--- config.mk ---
export PLATFORM = sky130hd
export DESIGN_NAME = wb_arbiter
export DESIGN_NICKNAME = d
export VERILOG_FILES = /design/src/rtl/wb_arbiter.sv
export SDC_FILE = /design/constraint.sdc
export NUM_CORES = 1
export LEC_CHECK = 0
export ABC_AREA = 1
export BUFFER_PORTS_ARGS = -buffer_cell sky130_fd_sc_hd__buf_4
export CAP_MARGIN = 10
export CORE_MARGIN = 4
export CORE_UTILIZATION = 40
export DETAILED_ROUTE_END_ITERATION = 7
export GPL_ROUTABILITY_DRIVEN = 0
export MAX_ROUTING_LAYER = met4
export PLACE_DENSITY = 0.67
export SETUP_SLACK_MARGIN = 0.3
export SLEW_MARGIN = 10
export SYNTH_ARGS = -nofsm -noshare
export SYNTH_HDL_FRONTEND = slang
export SYNTH_SLANG_ARGS = --single-unit
--- constraint.sdc ---
create_clock -name clock -period 2.6 [get_ports clock]
set_input_delay 0.13 -clock clock [delete_from_list [all_inputs] [get_ports clock]]
set_output_delay 0.13 -clock clock [all_outputs]
set_load 0.03 [all_outputs]
--- src/rtl/wb_arbiter.sv ---
// Register-file write-port arbiter: ALU results take the port, load results queue behind them.
// Define WB_PENDING_MASK_EN to add the pendingMask output (live queued destinations).
module wb_arbiter #(
    parameter int DATA_WIDTH = 32,
    parameter int ADDR_WIDTH = 5,
    parameter int DEPTH      = 4
) (
    input  logic                  clock,
    input  logic                  reset,
    input  logic                  aluValid,
    input  logic [ADDR_WIDTH-1:0] aluReg,
    input  logic [DATA_WIDTH-1:0] aluData,
    input  logic                  memValid,
    input  logic [ADDR_WIDTH-1:0] memReg,
    input  logic [DATA_WIDTH-1:0] memData,
    output logic                  memReady,
    output logic                  regWrite,
    output logic [ADDR_WIDTH-1:0] writeReg,
    output logic [DATA_WIDTH-1:0] writeData
`ifdef WB_PENDING_MASK_EN
    ,
    output logic [2**ADDR_WIDTH-1:0] pendingMask
`endif
);

    localparam int IDX_W = $clog2(DEPTH);

    logic [IDX_W:0]          rd_ptr_q, rd_ptr_d;
    logic [IDX_W:0]          wr_ptr_q, wr_ptr_d;
    logic [DEPTH-1:0]        valid_q, valid_d;
    logic [DEPTH-1:0]        kill_q, kill_d;
    logic                    regWrite_q, regWrite_d;
    logic [ADDR_WIDTH-1:0]   writeReg_q, writeReg_d;
    logic [DATA_WIDTH-1:0]   writeData_q, writeData_d;

    logic [ADDR_WIDTH-1:0]   reg_mem  [DEPTH];
    logic [DATA_WIDTH-1:0]   data_mem [DEPTH];

    logic [IDX_W-1:0]        rd_idx, wr_idx;
    logic                    empty, full, accept, load_live, alu_live;
    logic                    push, push_kill;

    assign rd_idx    = rd_ptr_q[IDX_W-1:0];
    assign wr_idx    = wr_ptr_q[IDX_W-1:0];
    assign empty     = (rd_ptr_q == wr_ptr_q);
    assign full      = (rd_ptr_q[IDX_W] != wr_ptr_q[IDX_W]) && (rd_idx == wr_idx);
    assign memReady  = !full;
    assign accept    = memValid && memReady;
    // Destination 0 is accepted but never written and never queued.
    assign load_live = accept && (memReg != '0);
    assign alu_live  = aluValid && (aluReg != '0);

    always_comb begin
        // NOTE: every next-state signal gets a default first so no path leaves it unassigned (no latch).
        rd_ptr_d    = rd_ptr_q;
        wr_ptr_d    = wr_ptr_q;
        valid_d     = valid_q;
        kill_d      = kill_q;
        regWrite_d  = 1'b0;
        writeReg_d  = writeReg_q;
        writeData_d = writeData_q;
        push        = 1'b0;
        push_kill   = 1'b0;

        if (aluValid) begin
            if (alu_live) begin
                regWrite_d  = 1'b1;
                writeReg_d  = aluReg;
                writeData_d = aluData;
                for (int i = 0; i < DEPTH; i++) begin
                    if (valid_q[i] && (reg_mem[i] == aluReg))
                        kill_d[i] = 1'b1;
                end
            end
            // A same-cycle load to the ALU's register is older, so it is queued already dead.
            push      = load_live;
            push_kill = alu_live && (memReg == aluReg);
        end else if (!empty) begin
            regWrite_d = !kill_q[rd_idx];
            if (!kill_q[rd_idx]) begin
                writeReg_d  = reg_mem[rd_idx];
                writeData_d = data_mem[rd_idx];
            end
            valid_d[rd_idx] = 1'b0;
            kill_d[rd_idx]  = 1'b0;
            rd_ptr_d        = rd_ptr_q + (IDX_W+1)'(1);
            push            = load_live;
        end else if (load_live) begin
            regWrite_d  = 1'b1;
            writeReg_d  = memReg;
            writeData_d = memData;
        end

        if (push) begin
            valid_d[wr_idx] = 1'b1;
            kill_d[wr_idx]  = push_kill;
            wr_ptr_d        = wr_ptr_q + (IDX_W+1)'(1);
        end
    end

    // NOTE: sequential state uses non-blocking assignments so every register samples pre-edge values.
    always_ff @(posedge clock or posedge reset) begin
        if (reset) begin
            rd_ptr_q    <= '0;
            wr_ptr_q    <= '0;
            valid_q     <= '0;
            kill_q      <= '0;
            regWrite_q  <= 1'b0;
            writeReg_q  <= '0;
            writeData_q <= '0;
        end else begin
            rd_ptr_q    <= rd_ptr_d;
            wr_ptr_q    <= wr_ptr_d;
            valid_q     <= valid_d;
            kill_q      <= kill_d;
            regWrite_q  <= regWrite_d;
            writeReg_q  <= writeReg_d;
            writeData_q <= writeData_d;
        end
    end

    // NOTE: payload storage has no reset; valid/kill bits and pointers alone define what is live.
    always_ff @(posedge clock) begin
        if (push) begin
            reg_mem[wr_idx]  <= memReg;
            data_mem[wr_idx] <= memData;
        end
    end

    assign regWrite  = regWrite_q;
    assign writeReg  = writeReg_q;
    assign writeData = writeData_q;

`ifdef WB_PENDING_MASK_EN
    always_comb begin
        pendingMask = '0;
        for (int i = 0; i < DEPTH; i++) begin
            if (valid_q[i] && !kill_q[i])
                pendingMask[reg_mem[i]] = 1'b1;
        end
    end
`endif

endmodule

# Word-level counts from Yosys, hierarchy flattened
# Memories as Yosys holds them, arrays and structs flattened.
# Index checks and enable logic that the tools add are counted.
# word_totals
ramBits	148
output_inout_bits	39
n_memories	2
in_bits	78
register_bits	52
# op_classes
reduce_logical	17
eq_ne	11
add_sub_neg	2
order_cmp	4
n_bitwise	6
n_mux	37
# memory_table
name	depth	width	rd	rd_clocked_by_memory_dff	wr	line	rtl
data_mem	4	32	1	0	1	37	logic [DATA_WIDTH-1:0] data_mem [DEPTH];
reg_mem	4	5	5	0	1	36	logic [ADDR_WIDTH-1:0] reg_mem [DEPTH];
# ops
operator	n
$mux W32	5
$mux W4	7
$eq A5 B5 Y1	5
$mux W5	5
$mux W1	16
$logic_and A1 B1 Y1	11
$reduce_bool A5 Y1	2
$and A4 B4 Y4	2
$add A3 B1 Y3 const B	2
$lt A2 B3 Y1 const B	2
$bwmux W4	1
$demux W1 S2	2
$ge A2 B1 Y1 const B	2
$not A4 Y4	1
$or A4 B4 Y4	1
$eq A3 B3 Y1	1
$ne A3 B2 Y1 const B	1
$ne A3 B3 Y1 const B	1
$reduce_and A3 Y1	1
$bmux W1 S2	1
$eq A2 B2 Y1	1
$logic_not A1 Y1	2
$ne A2 B1 Y1 const B	1
$not A1 Y1	2
2 further kinds	2

# Logic depth before layout (Yosys ltp)
# Gate-level depths: netlist (run 1).
# logic_depth
word_depth	10
ltp_mapped	12

# Worst setup path before layout (run 1)
# Ideal clock, no wire load.
# synth_timing
path_type	register to register
from	reg rd_ptr_q[0]
to	mem data_mem[3][0], enable pin
synth_period_minus_slack_ns	2.452
setup_time_ns	0.392
slack_ns	0.148
arrival_ns	2.061
required_time_ns	2.208
path_stages_with_launch	5
path_cell_list	dfrtp_1 > xnor2_2 > nand3_1 > nand4_1 > inv_1
# synth_between
elab_chain_len	9
elab_cells_between_ends	10
classes_between	eq/ne (2); mux (4); reduce/logical (4)
# synth_rtl
item	line	rtl
from (decl)	28	logic [IDX_W:0] rd_ptr_q, rd_ptr_d;
from (signal assigned)	112	rd_ptr_q <= rd_ptr_d;
$eq A2 B2 Y1 *	46	assign full = (rd_ptr_q[IDX_W] != wr_ptr_q[IDX_W]) && (rd_idx == wr_idx);
$logic_and A1 B1 Y1 *	46	
$logic_not A1 Y1 *	47	assign memReady = !full;
net memReady	16	output logic memReady,
$logic_and A1 B1 Y1 *	48	assign accept = memValid && memReady;
$logic_and A1 B1 Y1 *	50	assign load_live = accept && (memReg != '0);
$mux W1	78	end else if (!empty) begin
$mux W1 *	65	if (aluValid) begin
$mux W1 *	124	if (push) begin
$mux W1 (not written as such) *	126	data_mem[wr_idx] <= memData;
to (decl)	37	
# Mark *: on every way through the listed nets, which the timed path passes. The rest lies on a longest branch.

# Worst setup path in the final report (run 1)
# layout_timing
from	reg rd_ptr_q[0]
to	mem reg_mem[1][0], enable pin
# layout_between
elab_chain_len	9
elab_cells_between_ends	10
classes_between	eq/ne (2); mux (4); reduce/logical (4)
# layout_rtl
item	line	rtl
$eq A2 B2 Y1	46	
$logic_and A1 B1 Y1	46	
$logic_not A1 Y1	47	
$logic_and A1 B1 Y1	48	
$logic_and A1 B1 Y1	50	
$mux W1	78	
$mux W1 *	65	
$mux W1 *	124	
$mux W1 (not written as such) *	125	reg_mem[wr_idx] <= memReg;
to (decl)	36	
# Mark *: on every way between the ends. The rest lies on a longest branch, timed or not.

==> summary.txt, run 1 <==
Hold path
  – Hold Crit Class: input port to register
  – Hold depth: 5

Yosys
  – Top cells by area, synth: edfxtp_1 50%, dfrtp_1 15%, nand2_1 13%
  – Yosys warnings: 0
  – Most common cell in the synthesized netlist: nand2_1
  – Cell Area, Synth: between 8000 and 9000 sq um
  – Top post-synthesis cells by count: 311 x nand2_1, 148 x edfxtp_1, 83 x nor2_1
  – Post-synth EDFFs: ~150
  – Async SR Flop Fraction: a little over a quarter
  – Seq cells post-synth: 200
  – Post-synthesis sequential area ratio: 64.44%
  – Top_reg_cell synth: edfxtp_1
  – Syn_nets: ~990
  – Syn Inst Count: ~910
  – Yosys top cell area share: roughly half
  – Synth area leader: edfxtp_1
  – Syn Area/Cell: 9.852 sq um
  – Netlist cell types: 28

Drt
  – 1st-iter DRT viols: between 600 and 700
  – DRT Wirelength: between 20000 and 25000 um
  – Routed len/inst: around 17 um
  – DR DRC count: 0
  – Vias per inst: slightly above 5
  – 1st-pass router iterations: 6
  – DRT antenna net count: 0
  – Vias post-DR: approximately 6900

Floorplanning
  – Total core area: roughly 22000 sq um
  – Die area: about 25000 sq um
  – Boundary Pins: between 100 and 150
  – Starting density of the core: roughly 41%
  – Site row count: 54
  – Die Wd: 157.3 um
  – Chip Height: between 150 and 200 um

Power
  – Leakage: around 0.0048 uW
  – Clk network pwr share: 19.9%
  – Combinational fraction of design power: between 40% and 50%
  – Internal Power: about 7500 uW
  – Sequential fraction of design power: around 38%
  – Final Power: ~13000 uW
  – Net Sw Power: 5101 uW
  – VDD IR max: approximately 0.71 mV
  – Switching Share: about 40%
  – Pwr dens: around 1100 nW/um^2

Clocking
  – Num CTS Buffers: 17
  – Worst-Skew Late Latency: 0.43 ns
  – Reg clk slew, reported paths: 0.07 ns
  – CTS tree: done
  – Clock buffer depth: 2
  – H-tree lvl count: 4
  – Clock root cell: clkbuf_16
  – TritonCTS sink count: 200

GRT
  – Gr ovfl total: 0
  – Number of global-route vias before repair: 6687
  – Largest net degree at the start of global routing: between 70 and 80
  – Initial antenna violation count: 0
  – GRT Total Usage: 19.90%
  – Global-route wire length before repair: 36710 um

Worst setup path
  – WP data required: 2.77 ns
  – Crit Path Class: register to register
  – Crit-path slowest cell: dfrtp_2
  – Startpoint types: register
  – Reg2Reg Setup Slack: ~0.4 ns
  – CP dominant cell by count: nand4_1
  – R2R depth: 5
  – CP max FO: 27
  – Worst Path Arrival: 2.36 ns
  – Critical-path cell list: xnor2_2 > nand4_1 > nand4_1 > clkinvlp_4 > buf_12
  – Crit end category: register
  – CP peak stage delay: ~0.47 ns

Timing
  – Setup TNS: 0 ns
  – Setup WS post-layout: between 0.4 and 0.5 ns
  – RSZ-0062 raised after global routing: false
  – Final Hold Vio Count: 0
  – Period utilization: 84.35%
  – Maximum clock rate: about 0.46 GHz
  – # setup viols final: 0
  – Final Skew: roughly 0.012 ns
  – Min Tclk post-route: between 2 and 2.5 ns
  – Worst-Margin Slew: between 0.8 and 0.9 ns
  – Normalized max-slew margin: 42.36%
  – Max Slew Vio Count: 0

Final layout
  – Area growth from synthesis to layout: 27.06%
  – ANT cells: 0
  – Share of cells above drive strength 1: 18.73%
  – Filler cells: approximately 1900
  – # nets final: between 1000 and 1500
  – Final Non-Filler Cells: between 1000 and 1500

Placed design
  – Pre-CTS WS: a little under 0.3 ns
  – Detailed-placement wirelength estimate: 14200 um
  – Placed Cells: about 1300
  – Port bufs: between 100 and 150

Run status
  – Outcome: finished, final reports clean

Run
  – MaxCap Viol Count: 0
per-stage QoR:
step	hold WS, ns	area [sq um]	util [%]
finish	0.01156	11330	51.75
global route	0.01463	11330	51.75
CTS	0.002930	11170	51.02
detailed placement	0.1959	10120	46.24
global placement	0.1696	10120	46.24
floorplan	0.2289	8936	-
cell families after synthesis:
group	count (synthesis)	share of synthesized area, %
simple gates	458	20.60
buf+inv	96	4.673
flops	200	64.44
compound gates	133	8.097
fa+ha+maj	8	1.123
xor+xnor	10	1.067
power by group through the flow:
stage               clock [uW]  combinational (uW)  sequential, uW
floorplan                    0                2780            5340
global placement             0                4900            4850
detailed placement           0                4990            4840
CTS                       2540                5160            4790
global route              2690                5860            4880
finish                    2500                5310            4790
registers in the layout (all words and copies together) (netlist names):
name,flops
data_mem,128
writeData,32
reg_mem,20
writeReg,5
kill_q,4
valid_q,4
rd_ptr_q,3
wr_ptr_q,3
regWrite,1
worst max-delay path: cells and delay by family, from the launching register on:
family | cells | cell delay [ns]
buffers and inverters | 2 | 0.63
and+or+nand+nor | 2 | 0.56
DFF | 1 | 0.47
xor gates and xnor gates | 1 | 0.25
metal layers:
metal	vias to the layer above	GRT usage, %	share of wire (%)
li1	3379	-	-
met1	3283	25.87	43
met2	224	31.92	48
met3	35	3.904	6.7
met4	0	5.981	2.1
met5	-	-	0
layout by cell type, fill, tap and decap left out, drive strengths merged:
master       synthesis  routed
a21oi               15      15
buf                 22     152
clkbuf              26      19
clkinv               0       7
clkinvlp             0       5
dfrtp               52      52
dlygate4sd3          0      46
edfxtp             148     148
ha                   8       8
inv                 48      49
nand2              312     312
nand3               52      52
nand3b               1       1
nand4                5       5
nor2                83      83
nor2b                1       2
nor3                 1       1
o211ai               2       2
o21ai               84      85
o22ai               32      32
or2                  3       3
xnor2                6       6
xor2                 4       4
worst paths after layout:
path                               startpoint       endpoint
worst min-delay path              aluData[17]  writeData[17]
min in group asynchronous               reset  writeData[21]
worst max-delay path              rd_ptr_q[0]  reg_mem[1][0]
worst max register to register    rd_ptr_q[0]  reg_mem[1][0]
worst min register to register  writeData[12]  writeData[12]
max in group asynchronous               reset    rd_ptr_q[0]
layout make-up:
class                   count  area (sq um)  share of cell area [%]
flip-flops and latches    200          5747                   50.73
clock buffers              19         442.9                   3.910
inverters                  48         197.7                   1.745
clock inverters            13         112.6                  0.9940
well taps                 280         350.3                   3.093
multi-input cells         611          2789                   24.62
repair buffers            198          1689                   14.91
timing repair:
action,4_1_cts,5_1_grt
resized for setup,2,2
cloned,2,0
setup buffers,0,16
setup endpoints to repair,28,52
endpoints found under the hold margin,171,0
hold buffers,46,0
No activity file was read; power rests on OpenSTA's default activity.
==> run 2, diff against run 1 <==
clock period = 2.1 ns   (was 2.6 ns; I/O delays follow)
==> summary.txt, run 2 (synthesis results as in run 1) <==
Worst setup path
  – Crit path buffers/inverters: 5
  – CP peak stage delay: around 0.47 ns
  – Crit Path Class: register to register
  – Startpoint types: register
  – WP data required: 2.30 ns
  – Crit-path slowest cell: dfrtp_2
  – Family with the most delay on the worst path: buffers and inverters
  – CP max FO: 16
  – Worst Path Arrival: between 2 and 2.5 ns
  – Critical-path cell list: xnor2_4 > buf_6 > nand4_1 > buf_4 > nand4_1 > clkinvlp_4 > buf_4 > buf_16
  – Crit end category: register

Final layout
  – ANT cells: 0
  – Share of cells above drive strength 1: a little over a fifth
  – Area growth from synthesis to layout: 35.22%
  – # nets final: 1216
  – Multi-input gate area: 2806 sq um
  – Layout Utilization: around 55%
  – Largest reg by FF count: data_mem
  – Most frequent cells in the layout: 309 x nand2_1, 160 x buf_4, 148 x edfxtp_1
  – FF+latch area: 5749 sq um
  – Most common cell after layout, fill and taps aside: nand2_1
  – Largest register FFs: ~130
  – Filler cells: 1889

Drt
  – 1st-iter DRT viols: 672
  – Routed len/inst: approximately 18 um
  – Vias per inst: 5.116
  – DRT Wirelength: approximately 25000 um
  – Vias post-DR: around 7300
  – DRT antenna net count: 0
  – DR DRC count: 0
  – 1st-pass router iterations: 5

Timing
  – Hold_ws: approximately 0.012 ns
  – Final Skew: approximately 0.015 ns
  – Worst-Margin Slew: roughly 0.5 ns
  – Final Hold Vio Count: 0
  – Period utilization: between 90 and 100%
  – Setup TNS: 0 ns
  – Normalized max-slew margin: about two thirds
  – RSZ-0062 raised after global routing: true
  – # setup viols final: 0
  – Max Slew Vio Count: 0
  – Min Tclk post-route: between 1.5 and 2 ns
  – Maximum clock rate: 0.5279 GHz

Hold path
  – Hold Crit Class: input port to register

Clocking
  – Worst-Skew Late Latency: around 0.44 ns
  – Reg clk slew, reported paths: 0.08 ns
  – Clock root cell: clkbuf_16
  – TritonCTS sink count: 200
  – Num CTS Buffers: 17
  – CTS tree: done
  – H-tree lvl count: 4
  – Clock buffer depth: 2

GRT
  – GRT Total Usage: roughly a fifth
  – Largest net degree at the start of global routing: between 60 and 70
  – Gr ovfl total: 0
  – Number of global-route vias before repair: between 7000 and 8000
  – Global-route wire length before repair: around 38000 um
  – Initial antenna violation count: 0

Floorplanning
  – Chip Height: between 150 and 200 um
  – Total core area: 21890 sq um
  – Die Wd: 157.3 um
  – Site row count: between 50 and 60
  – Boundary Pins: roughly 120
  – Die area: roughly 25000 sq um
  – Starting density of the core: approximately 40%

Run
  – MaxCap Viol Count: 0

Placed design
  – Port bufs: approximately 120
  – Detailed-placement wirelength estimate: approximately 15000 um

Power
  – Leakage: around 0.0051 uW
  – VDD IR max: 0.9385 mV
  – Pwr dens: approximately 1400 nW/um^2

Run status
  – Outcome: finished, final reports clean
-- run 2: cell types whose count changed in the layout (fill, tap and decap cells not counted), sizes merged --
cell         before  now
clkbuf           19   24
buf             152  183
dlygate4sd3      46   64
clkinv            7    5
clkinvlp          5    8
o21ai            85   84
-- run 2: per-stage QoR --
stage               instance area [sq um]  power, uW  worst slack (ns)  cells
floorplan                            8960      10130           0.01885    905
global placement                    10310      12360           0.06861   1292
detailed placement                  10310      12500          -0.02954   1292
CTS                                 11800      16270            0.2447   1412
global route                        12060      17830            0.1359   1423
finish                              12060      16780            0.2056   1423
-- run 2: timing repair --
item	CTS	global route
resized for setup	9	19
hold endpoints to repair	190	0
setup buffers	21	4
cloned	3	7
pin swaps	3	2
setup endpoints to repair	181	190
hold buffers	64	0
-- run 2: power by group --
part / internal (uW) / switching [uW] / total (uW)
clock network: 1610 / 1570 / 3180
logic: 2990 / 4690 / 7680
registers: 5460 / 453 / 5920
-- run 2: cell type report --
cell class | instances | share of cell area (%)
timing repair buffer | 253 | 19.66
inverter | 48 | 1.712
multi-input combinational | 610 | 23.28
sequential | 200 | 47.69
clock inverter | 14 | 1.121
clock buffer | 18 | 3.643
tap | 280 | 2.906
-- run 2: worst paths after layout --
kind | slack (ns) | end | cells after the start | from
worst min-delay path | 0.01 | writeData[14] | 5 | aluData[14]
worst min register to register | 0.48 | writeReg[3] | 2 | writeReg[3]
worst max register to register | 0.21 | data_mem[0][27] | 8 | rd_ptr_q[0]
min in group asynchronous | 0.28 | writeData[16] | 3 | reset
max in group asynchronous | 1.08 | rd_ptr_q[0] | 4 | reset
worst max-delay path | 0.21 | data_mem[0][27] | 8 | rd_ptr_q[0]
-- run 2: worst min-delay path: stages --
cell     delay, ns
buf_4         0.08
nand2_1       0.04
nand3_1       0.08
nand2_1       0.05
nand2_1       0.05
-- run 2: routing by layer --
metal,part of all wire (%),vias up,global-route usage [%]
met3,5.8,27,3.739
met5,0,-,-
met2,49,269,33.56
li1,-,3489,-
met1,44,3495,26.73
met4,1.4,0,6.063
